`src/rtl/mem_copy_dma_pkg.sv`:
```
// Shared types and defaults for the memory copy engine.
package mem_copy_dma_pkg;
   localparam int DEFAULT_DEPTH     = 128;
   localparam int DEFAULT_BIT_WIDTH = 32;

   typedef enum logic [2:0] {
      IDLE,
      READ,
      WRITE,
      FILL,
      DONE
   } state_t;
endpackage

```
`src/rtl/mem_copy_dma.sv`:
```
// Word-RAM copy engine: reads LEN words from SRC and writes them to DST in
// ascending order, one READ/WRITE pair per word, while holding the RAM port.
// Optional feature macro MEM_COPY_DMA_FILL_EN adds a fill mode that writes a
// constant pattern to the destination range, one word per cycle.
module mem_copy_dma
   import mem_copy_dma_pkg::*;
#(
   parameter int BIT_WIDTH = DEFAULT_BIT_WIDTH,
   parameter int DEPTH     = DEFAULT_DEPTH,
   parameter int LEN_W     = $clog2(DEPTH) + 1
) (
   input  logic                 clk,
   input  logic                 rst,
   input  logic                 start_in,
   input  logic [BIT_WIDTH-1:0] src_in,
   input  logic [BIT_WIDTH-1:0] dst_in,
   input  logic [LEN_W-1:0]     len_in,
`ifdef MEM_COPY_DMA_FILL_EN
   input  logic                 fill_mode_in,
   input  logic [BIT_WIDTH-1:0] fill_pattern_in,
`endif
   input  logic [BIT_WIDTH-1:0] Mem_Read_Data_in,
   output logic [BIT_WIDTH-1:0] Mem_Address_out,
   output logic [BIT_WIDTH-1:0] Mem_Write_Data_out,
   output logic                 MemWrite_out,
   output logic                 busy_out,
   output logic                 done_out,
   output logic                 error_out
);

   // Range sums are formed one bit wider than either operand so that a huge
   // src/dst plus len can never wrap back into the legal window.
   localparam int SUM_W = ((BIT_WIDTH > LEN_W) ? BIT_WIDTH : LEN_W) + 1;

   state_t               state_q, state_d;
   logic [BIT_WIDTH-1:0] src_ptr_q, dst_ptr_q, data_q;
   logic [LEN_W-1:0]     cnt_q;
   logic                 err_q;

   logic                 fill_req;
   logic [BIT_WIDTH-1:0] fill_pat;
   logic [SUM_W-1:0]     src_end, dst_end, depth_lim;
   logic                 src_bad, dst_bad, range_err, len_zero;

`ifdef MEM_COPY_DMA_FILL_EN
   assign fill_req = fill_mode_in;
   assign fill_pat = fill_pattern_in;
`else
   assign fill_req = 1'b0;
   assign fill_pat = '0;
`endif

   assign src_end   = SUM_W'(src_in) + SUM_W'(len_in);
   assign dst_end   = SUM_W'(dst_in) + SUM_W'(len_in);
   assign depth_lim = SUM_W'(DEPTH);
   assign src_bad   = (src_end > depth_lim) && !fill_req;  // fill never reads
   assign dst_bad   = (dst_end > depth_lim);
   assign len_zero  = (len_in == '0);
   // An empty transfer finishes cleanly even if the addresses are odd.
   assign range_err = !len_zero && (src_bad || dst_bad);

   // State register.
   always_ff @(posedge clk) begin
      if (rst) state_q <= IDLE;
      else     state_q <= state_d;
   end

   // Next state and RAM port / status outputs, all decoded from the current state.
   always_comb begin
      state_d            = state_q;
      Mem_Address_out    = '0;
      Mem_Write_Data_out = '0;
      MemWrite_out       = 1'b0;
      done_out           = 1'b0;
      error_out          = 1'b0;
      busy_out           = (state_q != IDLE);
      case (state_q)
         IDLE: begin
            if (start_in) begin
               if (len_zero || range_err) state_d = DONE;
               else if (fill_req)         state_d = FILL;
               else                       state_d = READ;
            end
         end
         READ: begin
            Mem_Address_out = src_ptr_q;
            state_d         = WRITE;
         end
         WRITE: begin
            Mem_Address_out    = dst_ptr_q;
            Mem_Write_Data_out = data_q;
            MemWrite_out       = 1'b1;
            state_d            = (cnt_q == LEN_W'(1)) ? DONE : READ;
         end
         FILL: begin
            Mem_Address_out    = dst_ptr_q;
            Mem_Write_Data_out = data_q;
            MemWrite_out       = 1'b1;
            state_d            = (cnt_q == LEN_W'(1)) ? DONE : FILL;
         end
         DONE: begin
            done_out  = 1'b1;
            error_out = err_q;
            state_d   = IDLE;
         end
         default: state_d = IDLE;
      endcase
   end

   // Transfer bookkeeping: latch the request, capture read data, advance pointers.
   always_ff @(posedge clk) begin
      if (rst) begin
         src_ptr_q <= '0;
         dst_ptr_q <= '0;
         data_q    <= '0;
         cnt_q     <= '0;
         err_q     <= 1'b0;
      end else begin
         case (state_q)
            IDLE: begin
               if (start_in) begin
                  src_ptr_q <= src_in;
                  dst_ptr_q <= dst_in;
                  cnt_q     <= len_in;
                  err_q     <= range_err;
                  // Fill mode reuses the data register as the pattern holder.
                  if (fill_req) data_q <= fill_pat;
               end
            end
            READ: data_q <= Mem_Read_Data_in;
            WRITE, FILL: begin
               src_ptr_q <= src_ptr_q + BIT_WIDTH'(1);
               dst_ptr_q <= dst_ptr_q + BIT_WIDTH'(1);
               cnt_q     <= cnt_q - LEN_W'(1);
            end
            DONE: err_q <= 1'b0;
            default: ;
         endcase
      end
   end

endmodule

```
`config.mk`:
```
export PLATFORM = sky130hd
export DESIGN_NAME = mem_copy_dma
export DESIGN_NICKNAME = d
export VERILOG_FILES = /design/src/rtl/mem_copy_dma_pkg.sv /design/src/rtl/mem_copy_dma.sv
export SDC_FILE = /design/constraint.sdc
export NUM_CORES = 1
export LEC_CHECK = 0
export CORE_MARGIN = 2
export CORE_UTILIZATION = 47
export DETAILED_ROUTE_END_ITERATION = 12
export GPL_ROUTABILITY_DRIVEN = 0
export PLACE_DENSITY = 0.86
export SLEW_MARGIN = 20
export SYNTH_ARGS = -nofsm -noshare
export SYNTH_HDL_FRONTEND = slang
export SYNTH_SLANG_ARGS = --single-unit
```
`constraint.sdc`:
```
create_clock -name clk -period 3.5 [get_ports clk]
set_input_delay 0.525 -clock clk [delete_from_list [all_inputs] [get_ports clk]]
set_output_delay 0.525 -clock clk [all_outputs]
set_load 0.05 [all_outputs]
```
==> run metrics <==
share of async-settable or async-resettable flops after synthesis 0%; Power, Total 0.00317 W; synthesized netlist cell count 1,066; final net count 1,431; half-perimeter wire length after detailed placement 21,300 um; number of enable flip-flop cells after synthesis 0; top area cells in the synthesized netlist dfxtp_1 28%, a21oi_1 7.4%, nand2_1 6.8%; number of buffers between clock root and the deepest sink 2; largest fanout on the critical path 3; Total Die Area 0.0177 mm^2; vias in the first global route approximately 9,100; number of rows in the core area 47; post-synthesis area per instance 7.33 um^2; synthesized area 0.00782 mm^2; number of H-tree branching levels 3; relative max-transition margin around two fifths; Wirelength per Cell 19.9 um; Root Driver clkbuf_16; Distinct cells, synth 86; cell type with the highest aggregate area in the netlist dfxtp_1; max-cap check violation count 0; post-layout minimum cycle time 3.48 ns; clk slew on worst S/H paths 0.07 ns; run status completed; share of final-layout standard cells stronger than drive strength 1 between 10% and 20%; x dimension of the die 133 um; via total after detailed routing 9,925; post-synthesis sequential element count 108; maximum operating frequency 287 MHz; fin. max-slew vios 0; count of final hold-check violations 0; total non-filler cell area in the finished layout 0.0109 mm^2; count of fill cells added during filler insertion 1,291; setup slack of the most critical reg-to-reg path around 0.56 ns; count of buffers from port buffering 174; transition time at the pin with the least slew margin 0.877 ns; Ant. Diodes 0; remaining number of nets flagged by the antenna check after routing 0; initial antenna violation count 0; number of clock sinks 108; area growth from synthesis to final layout 39.1%; library cell with the highest instance count after synthesis nand2_1; final count of negative-setup-slack endpoints 0; average vias per placed instance about 6.5; type of the most critical hold path reg -> reg; # placed instances 1,503; final cell count without fillers between 1,500 and 2,000; number of buffers added by the clock tree synthesis step 9; Worst EP required approximately 3.8 ns; switching fraction of total power 31.8%; Worst EP arrival approximately 3.8 ns; area of all sequential standard cells 0.00216 mm^2; Worst Clk Skew roughly 0.010 ns; clock group share of total power 31.2%; Ys Warns 0; Critical Path End Type flop; top-level port count 175; Synth Flop Type dfxtp_1; largest net degree at the start of global routing 83; sequential group share of total power between 40% and 50%; floorplan core area about 0.016 mm^2; detailed-route wire length just over 30,000 um; Residual DRC 0; switching pwr 0.00101 W; category of the most critical setup path in -> reg; Worst VDD drop about 0.23 mV; insertion delay of the later-clocked pin in the worst-skew pair 0.36 ns; Tcrit/Tclk final between 90 and 100%; quantity of hold-fixing buffers added after cts 0; internal power component 0.00216 W; crit start category primary input; most used standard cells in the synthesized netlist 141 x nand2_1, 115 x a21oi_1, 108 x dfxtp_1, 97 x nor2_1, 72 x o21ai_0; initial cell density of the core 47.7%; P per Cell Area 292 mW/mm^2; sequential element share of the synthesized area 27.7%; share of Yosys cell area claimed by the top area cell type 27.7%; global-route wire length before repair about 46,000 um; GR Overflow Total 0; number of DRC violations after detailed-routing iteration 0 about 1,600; CTS tree done; instance area after placement 0.0103 mm^2; drt first pass iters 9; combinational share of power 25.5%; leakage power total approximately 4.2 nW; multi-input gate area in the final layout 0.00554 mm^2; GRT Util Overall 32.3%; die height 133 um; Post-Synthesis Net Count 1,195
-- layout by cell type, fill, tap and decap left out, types with 5 or more instances in the layout --
cell type,count
xor2_1,15
or2_2,5
ha_1,7
a2111oi_0,9
nor3_1,34
nor3b_1,6
nand4_1,19
buf_4,157
xnor2_1,7
dlygate4sd2_1,5
nand3_1,44
and4_1,7
nor4_2,5
nor4_1,12
a211oi_1,10
dfxtp_1,108
and3_1,20
a22o_1,28
clkdlybuf4s50_1,115
a311oi_1,6
a22oi_1,10
inv_1,12
nor2_1,96
dlymetal6s2s_1,14
a221oi_1,8
nand2b_1,5
a21o_1,9
ha_4,10
a31oi_1,30
nand2_1,141
clkbuf_16,9
o21ai_0,72
and2_1,42
a21oi_1,112
-- final timing paths --
| check | from | end | depth (start not counted) |
|---|---|---|---|
| setup / recovery | len_in[0] | state_q[0] | 13 |
| hold / removal | data_q[18] | data_q[18] | 2 |
| setup reg to reg | state_q[1] | cnt_q[6] | 10 |
| hold reg to reg | data_q[18] | data_q[18] | 2 |
-- through the flow --
| step | TNS [ns] | util [%] | hold slack [ns] | setup slack [ns] |
|---|---|---|---|---|
| 5_1_grt | -0.165 | 66.3 | 0.467 | -0.0946 |
| 4_1_cts | 0 | 65.0 | 0.452 | 0.00415 |
| 3_3_place_gp | -1.22 | 62.5 | 0.437 | -0.465 |
| 6_report | 0 | 66.3 | 0.451 | 0.0156 |
| 3_5_place_dp | -1.56 | 62.5 | 0.442 | -0.579 |
| 2_1_floorplan | 0 | - | 0.432 | 0.0743 |
-- power groups by stage --
| stage | combinational, W | sequential (W) | clock (W) |
|---|---|---|---|
| floorplan | 0.000363 | 0.00136 | 0 |
| global placement | 0.000698 | 0.00139 | 0 |
| detailed placement | 0.000713 | 0.00139 | 0 |
| CTS | 0.000740 | 0.00136 | 0.000998 |
| global route | 0.000859 | 0.00138 | 0.00104 |
| finish | 0.000810 | 0.00137 | 0.000992 |
-- worst max-delay path: stages --
cell           delay (ns)
dlygate4sd2_1        0.28
ha_2                 0.23
fa_2                 0.42
buf_4                0.16
a21o_1               0.20
a2111oi_2            0.37
a31oi_1              0.09
nor4_1               0.32
nor2_1               0.14
nor4_2               0.27
nand4_2              0.15
or4b_1               0.53
o31ai_1              0.08
-- routing by layer --
layer / GRT usage, % / vias up / wire (um)
li1: - / 4435 / -
met1: 41.8 / 4529 / 11600
met2: 51.5 / 805 / 13700
met3: 6.44 / 156 / 3590
met4: 15.8 / 0 / 1540
met5: 0 / - / 0
-- logic make-up after synthesis --
logic type	Yosys count	share of synthesized area, %
AND/OR/NAND/NOR	480	31.8
AO/OA/AOI/OAI	347	28.6
flip-flops	108	27.7
buffers and inverters	80	4.78
XOR/XNOR	22	2.46
adder cells (fa/ha/maj)	22	3.71
multiplexers	7	0.944
-- repair_timing --
action,4_1_cts,5_1_grt
hold endpoints to repair,0,0
setup buffers,5,3
resized for setup,23,37
pin swaps,12,18
setup endpoints to repair,3,3
-- area by class of cell --
| class | count | share of cell area [%] |
|---|---|---|
| Timing Repair Buffer | 291 | 23.4 |
| Tap cell | 220 | 2.53 |
| Clock inverter | 6 | 0.437 |
| Clock buffer | 10 | 2.11 |
| Sequential cell | 108 | 19.9 |
| Multi-Input combinational cell | 878 | 51.0 |
| Inverter | 14 | 0.610 |
-- flip-flops by register name, summed over array words and instances, names as in the netlist --
| name | flops |
|---|---|
| data_q | 32 |
| src_ptr_q | 32 |
| state_q | 3 |
| cnt_q | 8 |
| err_q | 1 |
| dst_ptr_q | 32 |
No activity file was read; power rests on OpenSTA's default activity.
